$ cat config.mk
export PLATFORM = sky130hd
export DESIGN_NAME = cordic_mag_phase_flat
export DESIGN_NICKNAME = d
export VERILOG_FILES = /design/src/rtl/cordic_mag_phase_if.sv /design/src/rtl/cordic_mag_phase.sv /design/src/flat_wrapper.sv
export SDC_FILE = /design/constraint.sdc
export NUM_CORES = 2
export LEC_CHECK = 0
export ABC_AREA = 1
export BUFFER_PORTS_ARGS = -buffer_cell sky130_fd_sc_hd__buf_2
export CAP_MARGIN = 20
export CORE_MARGIN = 2
export CORE_UTILIZATION = 65
export CTS_CLUSTER_SIZE = 8
export DETAILED_ROUTE_END_ITERATION = 16
export PLACE_DENSITY = 0.82
export SLEW_MARGIN = 30
export SYNTH_ARGS = -nofsm -noshare
export SYNTH_HDL_FRONTEND = slang
export SYNTH_SLANG_ARGS = --single-unit
export TNS_END_PERCENT = 20
$ cat constraint.sdc
create_clock -name clock -period 6 [get_ports clock]
set_input_delay 1.2 -clock clock [delete_from_list [all_inputs] [get_ports clock]]
set_output_delay 1.2 -clock clock [all_outputs]
set_load 0.01 [all_outputs]
$ cat src/rtl/cordic_mag_phase_if.sv
//------------------------------------------------------------------------------
// Module      : cordic_mag_phase_if
// Description : Streaming bundle for the CORDIC magnitude/phase stage.
//               The producer side drives the (Re, Im) sample and its valid
//               flag. The consumer side receives Mag, Phase and out_valid.
// Revision    : 1.0 - initial release
//------------------------------------------------------------------------------
`default_nettype none
`timescale 1ns/1ps

interface cordic_mag_phase_if #(
  parameter int total_bits = 12
);
  logic                         in_valid;
  logic signed [total_bits-1:0] Re;
  logic signed [total_bits-1:0] Im;
  logic                         out_valid;
  logic        [total_bits-1:0] Mag;
  logic        [total_bits-1:0] Phase;

  modport master (output in_valid, Re, Im, input out_valid, Mag, Phase);
  modport slave  (input in_valid, Re, Im, output out_valid, Mag, Phase);
endinterface

`default_nettype wire

$ cat src/rtl/cordic_mag_phase.sv
//------------------------------------------------------------------------------
// Module      : cordic_mag_phase
// Description : Pipelined CORDIC vectoring core. It turns an analytic-signal
//               sample (Re, Im) into envelope magnitude and binary-angle
//               phase. The core accepts one sample per clock and has a fixed
//               latency of ITER+2 clocks. The valid flag travels with the data.
// Revision    : 1.0 - initial release
//------------------------------------------------------------------------------
`default_nettype none
`timescale 1ns/1ps

module cordic_mag_phase #(
  parameter int total_bits = 12,
  parameter int ITER       = 10
) (
  input wire               clock,
  input wire               reset,
  cordic_mag_phase_if.slave bus
);

  // X/Y carry headroom for the CORDIC gain (~1.647) and for negating -2^(N-1).
  // Z has 4 guard bits below the output LSB and wraps modulo a full circle.
  localparam int          c_XW   = total_bits + 3;
  localparam int          c_ZW   = total_bits + 4;
  localparam int          c_PW   = c_XW + 11;
  localparam logic [10:0] c_GAIN = 11'd1244;   // 0.60725 * 2^11
  localparam logic [10:0] c_HALF = 11'd1024;   // rounding offset for the >>11

  // Micro-rotation angles are computed at elaboration. A full circle equals
  // 2^c_ZW. atan(x) comes from its Taylor series, which converges fast for x <= 1/2.
  function automatic logic [ITER*c_ZW-1:0] angle_table();
    logic [ITER*c_ZW-1:0] t;
    real x, term, sum;
    t = '0;
    for (int i = 0; i < ITER; i++) begin
      x = 1.0 / (2.0 ** i);
      if (i == 0) begin
        sum = 0.7853981633974483;
      end else begin
        sum  = 0.0;
        term = x;
        for (int k = 0; k < 40; k++) begin
          sum  = sum + (((k % 2) == 1) ? -term : term) / real'(2 * k + 1);
          term = term * x * x;
        end
      end
      t[i*c_ZW +: c_ZW] = c_ZW'(longint'(sum * (2.0 ** c_ZW) / 6.283185307179586));
    end
    return t;
  endfunction

  localparam logic [ITER*c_ZW-1:0] c_ANGLES = angle_table();

  // Index 0 holds the pre-rotation stage. Index i+1 holds micro-rotation i.
  logic signed [c_XW-1:0] r_x [ITER+1];
  logic signed [c_XW-1:0] r_y [ITER+1];
  logic        [c_ZW-1:0] r_z [ITER+1];
  logic        [ITER:0]   r_v;
  logic        [ITER:0]   r_zero;

  logic                   r_out_valid;
  logic [total_bits-1:0]  r_mag;
  logic [total_bits-1:0]  r_phase;

  logic signed [c_XW-1:0] w_re_ext;
  logic signed [c_XW-1:0] w_im_ext;
  logic        [c_XW-1:0] w_x_pos;
  logic        [c_PW-1:0] w_prod;
  logic        [c_XW-1:0] w_mag_wide;
  logic [total_bits-1:0]  w_mag;
  logic [total_bits-1:0]  w_phase;
  logic                   w_unused;

  // Sign-extend before negating so that Re = -2^(N-1) maps to an exact +2^(N-1).
  assign w_re_ext = {{3{bus.Re[total_bits-1]}}, bus.Re};
  assign w_im_ext = {{3{bus.Im[total_bits-1]}}, bus.Im};

  // The data path advances every clock. Valid and zero flags ride alongside.
  always_ff @(posedge clock) begin
    if (reset) begin
      for (int i = 0; i <= ITER; i++) begin
        r_x[i] <= '0;
        r_y[i] <= '0;
        r_z[i] <= '0;
      end
      r_v    <= '0;
      r_zero <= '0;
    end else begin
      // Fold the left half-plane onto the right half-plane, starting at 180 degrees.
      r_v[0]    <= bus.in_valid;
      r_zero[0] <= (bus.Re == '0) && (bus.Im == '0);
      if (bus.Re[total_bits-1]) begin
        r_x[0] <= -w_re_ext;
        r_y[0] <= -w_im_ext;
        r_z[0] <= {1'b1, {(c_ZW-1){1'b0}}};
      end else begin
        r_x[0] <= w_re_ext;
        r_y[0] <= w_im_ext;
        r_z[0] <= '0;
      end
      // Each stage rotates toward Y = 0 and accumulates the rotation applied.
      for (int i = 0; i < ITER; i++) begin
        r_v[i+1]    <= r_v[i];
        r_zero[i+1] <= r_zero[i];
        if (!r_y[i][c_XW-1]) begin
          r_x[i+1] <= r_x[i] + (r_y[i] >>> i);
          r_y[i+1] <= r_y[i] - (r_x[i] >>> i);
          r_z[i+1] <= r_z[i] + c_ANGLES[i*c_ZW +: c_ZW];
        end else begin
          r_x[i+1] <= r_x[i] - (r_y[i] >>> i);
          r_y[i+1] <= r_y[i] + (r_x[i] >>> i);
          r_z[i+1] <= r_z[i] - c_ANGLES[i*c_ZW +: c_ZW];
        end
      end
    end
  end

  // Gain compensation. The final X is non-negative by construction, and the
  // clamp only guards against misuse.
  assign w_x_pos    = r_x[ITER][c_XW-1] ? '0 : $unsigned(r_x[ITER]);
  assign w_prod     = c_PW'(w_x_pos) * c_PW'(c_GAIN) + c_PW'(c_HALF);
  assign w_mag_wide = w_prod[c_PW-1:11];
  assign w_mag      = (|w_mag_wide[c_XW-1:total_bits]) ? '1 : w_mag_wide[total_bits-1:0];
  assign w_phase    = r_z[ITER][c_ZW-1:4] + total_bits'(r_z[ITER][3]);

  // The output registers update only for valid samples. Between samples they hold.
  always_ff @(posedge clock) begin
    if (reset) begin
      r_out_valid <= 1'b0;
      r_mag       <= '0;
      r_phase     <= '0;
    end else begin
      r_out_valid <= r_v[ITER];
      if (r_v[ITER]) begin
        r_mag   <= r_zero[ITER] ? '0 : w_mag;
        r_phase <= r_zero[ITER] ? '0 : w_phase;
      end
    end
  end

  assign bus.out_valid = r_out_valid;
  assign bus.Mag       = r_mag;
  assign bus.Phase     = r_phase;

  // The final Y residual and the sub-LSB bits are intentionally discarded.
  assign w_unused = ^{r_y[ITER], r_z[ITER][2:0], w_prod[10:0]};

endmodule

`default_nettype wire
$ cat src/flat_wrapper.sv
// flat-port wrapper written by rule: the top's interface ports become plain ports
module cordic_mag_phase_flat 
#(
  parameter int total_bits = 12,
  parameter int ITER       = 10
)
  (clock, reset, bus_in_valid, bus_Re, bus_Im, bus_out_valid, bus_Mag, bus_Phase);
  cordic_mag_phase_if #(.total_bits(total_bits)) bus_i ();
  input wire clock;
  input wire reset;
  input wire logic [$bits(bus_i.in_valid)-1:0] bus_in_valid;
  input wire logic [$bits(bus_i.Re)-1:0] bus_Re;
  input wire logic [$bits(bus_i.Im)-1:0] bus_Im;
  output wire logic [$bits(bus_i.out_valid)-1:0] bus_out_valid;
  output wire logic [$bits(bus_i.Mag)-1:0] bus_Mag;
  output wire logic [$bits(bus_i.Phase)-1:0] bus_Phase;
  assign bus_i.in_valid = bus_in_valid;
  assign bus_i.Re = bus_Re;
  assign bus_i.Im = bus_Im;
  assign bus_out_valid = bus_i.out_valid;
  assign bus_Mag = bus_i.Mag;
  assign bus_Phase = bus_i.Phase;
  cordic_mag_phase #(.total_bits(total_bits), .ITER(ITER)) u_core (.clock(clock), .reset(reset), .bus(bus_i));
endmodule
# Yosys cells after proc, flatten, opt, wreduce, memory -nomap -nowiden
# Memories as Yosys holds them, arrays and structs flattened.
# Cells that the tools add are included.
# Widths: inputs -> output; s select.
dict set report op_classes {
  mul 1
  bitwise 66
  n_mux 138
  n_reduce_logical 4
  addsub 63
}
# op count
set op_table {}
lappend op_table {{$mux 15} 44}
lappend op_table {{$mux 16} 22}
lappend op_table {{$mux 1} 68}
lappend op_table {{$or 1x1->1} 66}
lappend op_table {{$mux 12} 3}
lappend op_table {{$add 15x10->15} 2}
lappend op_table {{$add 15x11->15} 2}
lappend op_table {{$add 15x12->15} 2}
lappend op_table {{$add 15x13->15} 2}
lappend op_table {{$add 15x14->15} 2}
lappend op_table {{$add 15x6->15} 2}
lappend op_table {{$add 15x7->15} 2}
lappend op_table {{$add 15x8->15} 2}
lappend op_table {{$add 15x9->15} 2}
lappend op_table {{$neg 12->15} 2}
lappend op_table {{$sub 15x10->15} 2}
lappend op_table {{$sub 15x11->15} 2}
lappend op_table {{$sub 15x12->15} 2}
lappend op_table {{$sub 15x13->15} 2}
lappend op_table {{$sub 15x14->15} 2}
lappend op_table {{$sub 15x15->15} 2}
lappend op_table {{$sub 15x6->15} 2}
lappend op_table {{$sub 15x7->15} 2}
lappend op_table {{$sub 15x8->15} 2}
lappend op_table {{other kinds (29)} 31}
dict set report word_totals {
  inputBits 27
  ram_bits 506
  elab_cells 280
  ff_bits 47
  memories 3
}
# name words width rd rd_clocked_by_memory_dff wr line
set memory_table {}
lappend memory_table {u_core.r_z 11 16 11 0 11 cordic_mag_phase.sv:57} ;# logic [c_ZW-1:0] r_z [ITER+1];
lappend memory_table {u_core.r_x 11 15 11 0 11 cordic_mag_phase.sv:55} ;# logic signed [c_XW-1:0] r_x [ITER+1];
lappend memory_table {u_core.r_y 11 15 10 0 11 cordic_mag_phase.sv:56} ;# logic signed [c_XW-1:0] r_y [ITER+1];

# Logic depth before layout (Yosys ltp)
# An unclocked memory read counts as a cell.
dict set report depth {
  word_depth 7
  depth_mapped 36
}

# Least setup slack after synthesis
# Ideal clock, no wire load.
dict set report synth_path {
  path_kind {register to register}
  start {memory u_core.r_x[5][14] in the netlist's numbering}
  end {register u_core.r_mag[5] (netlist: u_core.bus.Mag[5])}
  arrival_time_ns 4.858
  setup_slack_ns 1.004
  path_stages_with_launch 29
  synth_period_minus_slack_ns 4.996
  setup_time_ns 0.138
  cell_sequence {edfxtp_1 clkbuf_1 nor2_1 nor2_1 a21oi_1 ha_1 inv_1 nand2_1 inv_1 fa_1 inv_1 fa_1 inv_1 fa_1 inv_1 ha_1 a21oi_2 o21bai_1 a21oi_1 nand3_1 nand2_1 nand3_2 nor3_2 nand3b_1 nand2_2 buf_6 nand4_1 nand2_1 a21oi_2}
}
# item line
set synth_rtl {}
lappend synth_rtl {{from (decl)} cordic_mag_phase.sv:55}
lappend synth_rtl {{to (signal assigned)} cordic_mag_phase.sv:135} ;# r_mag <= r_zero[ITER] ? '0 : w_mag;
lappend synth_rtl {{to (decl)} cordic_mag_phase.sv:62} ;# logic [total_bits-1:0] r_mag;

==> metrics.md <==
| Metric | Value |
|---|---|
| Clock Path Buffers | 3 |
| Crit. Startpoint | u_core.r_x[5][14] |
| Maxcap violations | 0 |
| Worst Path Max Fanout | 13 |
| Finished Cell Area | 0.0451 mm^2 |
| Int Power | 12.8 mW |
| DR WL/cell | 15.0 um |
| Hold wc startpoint | u_core.r_zero[3] |
| Clock Root Buffer | clkbuf_16 |
| Die Width | 253 um |
| CTS tree | yes |
| Via count | 34,609 |
| Seq/Total Area, Yosys | 35.0% |
| Post-DP HPWL | 72,400 um |
| Final core utilization | 73.3% |
| Placed insts | 6,216 |
| Syn_area_per_cell | 8.05 um^2 |
| Port-buffer cells | 51 |
| Final Cycle Share | 90.2% |
| Post-DRT Antenna Nets | 0 |
| Most frequent cell after synthesis | inv_1 |
| Final #Nets | 6,061 |
| Skew-Pair Late Insertion Delay | 0.61 ns |
| Clk network pwr share | 14.9% |
| Layout Cells excl Fill | 6,329 |
| Vias in the first global route | 33,616 |
| Final setup margin | 0.588 ns |
| Area growth, synth to finish | 12.0% |
| Slowest-stage cell, CP | fa_1 |
| Clock transition at path regs | 0.05 ns |
| First-iteration detailed-routing DRC count | 2,213 |
| Yosys top cell by area | edfxtp_1 |
| Synthesized cell area | 0.0403 mm^2 |
| Sw Share | 49.4% |
| Total GRT Usage | 30.0% |
| Top cells by area, synth | edfxtp_1 33%, ha_1 15%, a21oi_1 8.4%, inv_1 7.4%, nand2_1 7.1% |
| Sequential share of power | 21.7% |
| Setup WS pre-CTS | 0.326 ns |
| Layout cells sized above 1 | 4.46% |
| Fillcell total | 4,812 |
| # hold bufs at CTS | 0 |
| Largest net degree at the start of global routing | 114 |
| Worst min path class | flop to flop |
| LEAKAGE | 22.0 nW |
| Post-synth top flop | edfxtp_1 |
| Io pins | 52 |
| DRC errors left | 0 |
| First-pass GRT wire length | 157,000 um |
| Routed WL | 94,900 um |
| Post-synth EDFFs | 438 |
| Grt ovf | 0 |
| Via/cell ratio | 5.47 |
| FFs w/ async S/R, synth | 0% |
| Placed Area | 0.0430 mm^2 |
| RSZ-0062 raised after global routing | false |
| Comb pwr share | 63.4% |
| Status | finished clean |
| Cell Rows | 91 |
| Core ar. | 0.0615 mm^2 |
| Top cell types by occurrence after synthesis | 793 x inv_1, 765 x nand2_1, 679 x a21oi_1 |
| Final Hold Vio Count | 0 |
| Final setup fails | 0 |
| Pwr per Cell Area | 559 mW/mm^2 |
| Worst Hold Slack | 0.393 ns |
| CTS HTree Levels | 3 |
| Crit path capture type | flop |
| Crit path kind | flop to flop |
| Startpoint Class | flop |
| Cell mode on critical path | inv_1 |
| Max-slew violation count | 0 |
| Max IR drop VDD | 0.892 mV |
| CTS Sinks | 485 |
| GPL Wtd Cong | 0.973 |
| Yosys top cell area share | 32.7% |
| Min cycle time layout | 5.41 ns |
| Clk_skew | 0.0186 ns |
| FF+latch count, synth | 485 |
| Power, Total | 25.2 mW |
| Yosys warning count | 0 |
| Initial antenna violation count | 0 |
| Arrival time worst endpoint | 5.93 ns |
| Die Y | 253 um |
| Worst-margin pin slew | 0.907 ns |
| Die ar. | 0.0640 mm^2 |
| Router iterations before antenna repair | 6 |
| Slew headroom | 39.5% |
| Initial Utilization | 65.5% |
| N_diodes | 0 |
| Highest clock rate | 185 MHz |
| Crit path largest cell delay | 0.52 ns |
| Cell variety after synth | 57 |
| Setup TNS | 0 ns |
| Worst reg2reg startpoint | u_core.r_x[5][14] |
| CTS Buf Count | 71 |
| Post-Syn Instances | 5,004 |
| CP Data Required Time | 6.52 ns |
| Psw | 12.4 mW |
[final timing paths]
kind              cells past startpoint  slack (ns)                  to
setup / recovery                     29        0.59  u_core.bus.Mag[10]
hold / removal                        2        0.39    u_core.r_zero[4]
setup reg to reg                     29        0.59  u_core.bus.Mag[10]
hold reg to reg                       2        0.39    u_core.r_zero[4]
[registers in the layout (all words and copies together) (netlist names)]
| name | cells |
|---|---|
| u_core.bus.Mag | 12 |
| u_core.bus.Phase | 12 |
| u_core.bus.out_valid | 1 |
| u_core.r_v | 11 |
| u_core.r_x | 164 |
| u_core.r_y | 141 |
| u_core.r_z | 133 |
| u_core.r_zero | 11 |
[power groups by stage]
stage               registers (mW)  logic (mW)  clock network [mW]
floorplan                     5.22        12.2                   0
global placement              5.48        15.4                   0
detailed placement            5.50        15.6                   0
CTS                           5.45        15.8                3.81
global route                  5.53        18.2                3.95
finish                        5.46        16.0                3.75
[layout by cell type, fill, tap and decap left out, drive strengths merged, types with 9 or more instances in the layout]
cell type  synthesis  layout
inv              806     806
nand2            782     782
a21oi            692     692
ha               472     472
conb               2     441
edfxtp           438     438
nor2             432     432
o21ai            409     409
xor2             125     125
nand3            108     108
clkbuf            87     107
o21a              94      94
nor3              81      81
buf                8      80
fa                61      61
a31oi             59      59
xnor2             51      51
dfxtp             47      47
o21bai            36      36
o31ai             31      31
nand4             25      25
a21o              25      25
nor4              17      17
a21boi            17      17
o22ai             14      14
or2               13      13
nor3b              9       9
nand3b             9       9
clkinv             5       9
[routing by layer]
layer	GRT usage, %	wire, um
met1	34.6	38800
met2	56.4	48900
met3	3.75	4340
met4	11.7	2900
met5	0	0
[cell type report]
| type | instances | area [um^2] | share of cell area (%) |
|---|---|---|---|
| well taps | 790 | 988 | 2.19 |
| clock inverters | 4 | 40.0 | 0.0888 |
| inverters | 811 | 3050 | 6.76 |
| multi-input cells | 4052 | 24400 | 54.2 |
| clock buffers | 107 | 2020 | 4.47 |
| flip-flops and latches | 485 | 14100 | 31.3 |
| repair buffers | 80 | 483 | 1.07 |
[cell families after synthesis]
group	synth area share [%]
compound gates	19.5
xor+xnor	3.83
fa+ha+maj	17.7
buf+inv	8.51
flops	35.0
other cells	0.0186
simple gates	15.5
[critical path: cells and delay by family, from the launching register on]
kind | cells | cell delay [ns]
simple gates | 13 | 1.87
fa+ha+maj | 5 | 2.01
flops | 1 | 0.38
buf+inv | 8 | 0.59
compound gates | 3 | 0.47
[what timing repair did]
item	in CTS	in global routing
setup buffers	0	2
setup endpoints to repair	0	12
gates resized for setup	0	5
Note: power is estimated with default switching activity, not from simulation.
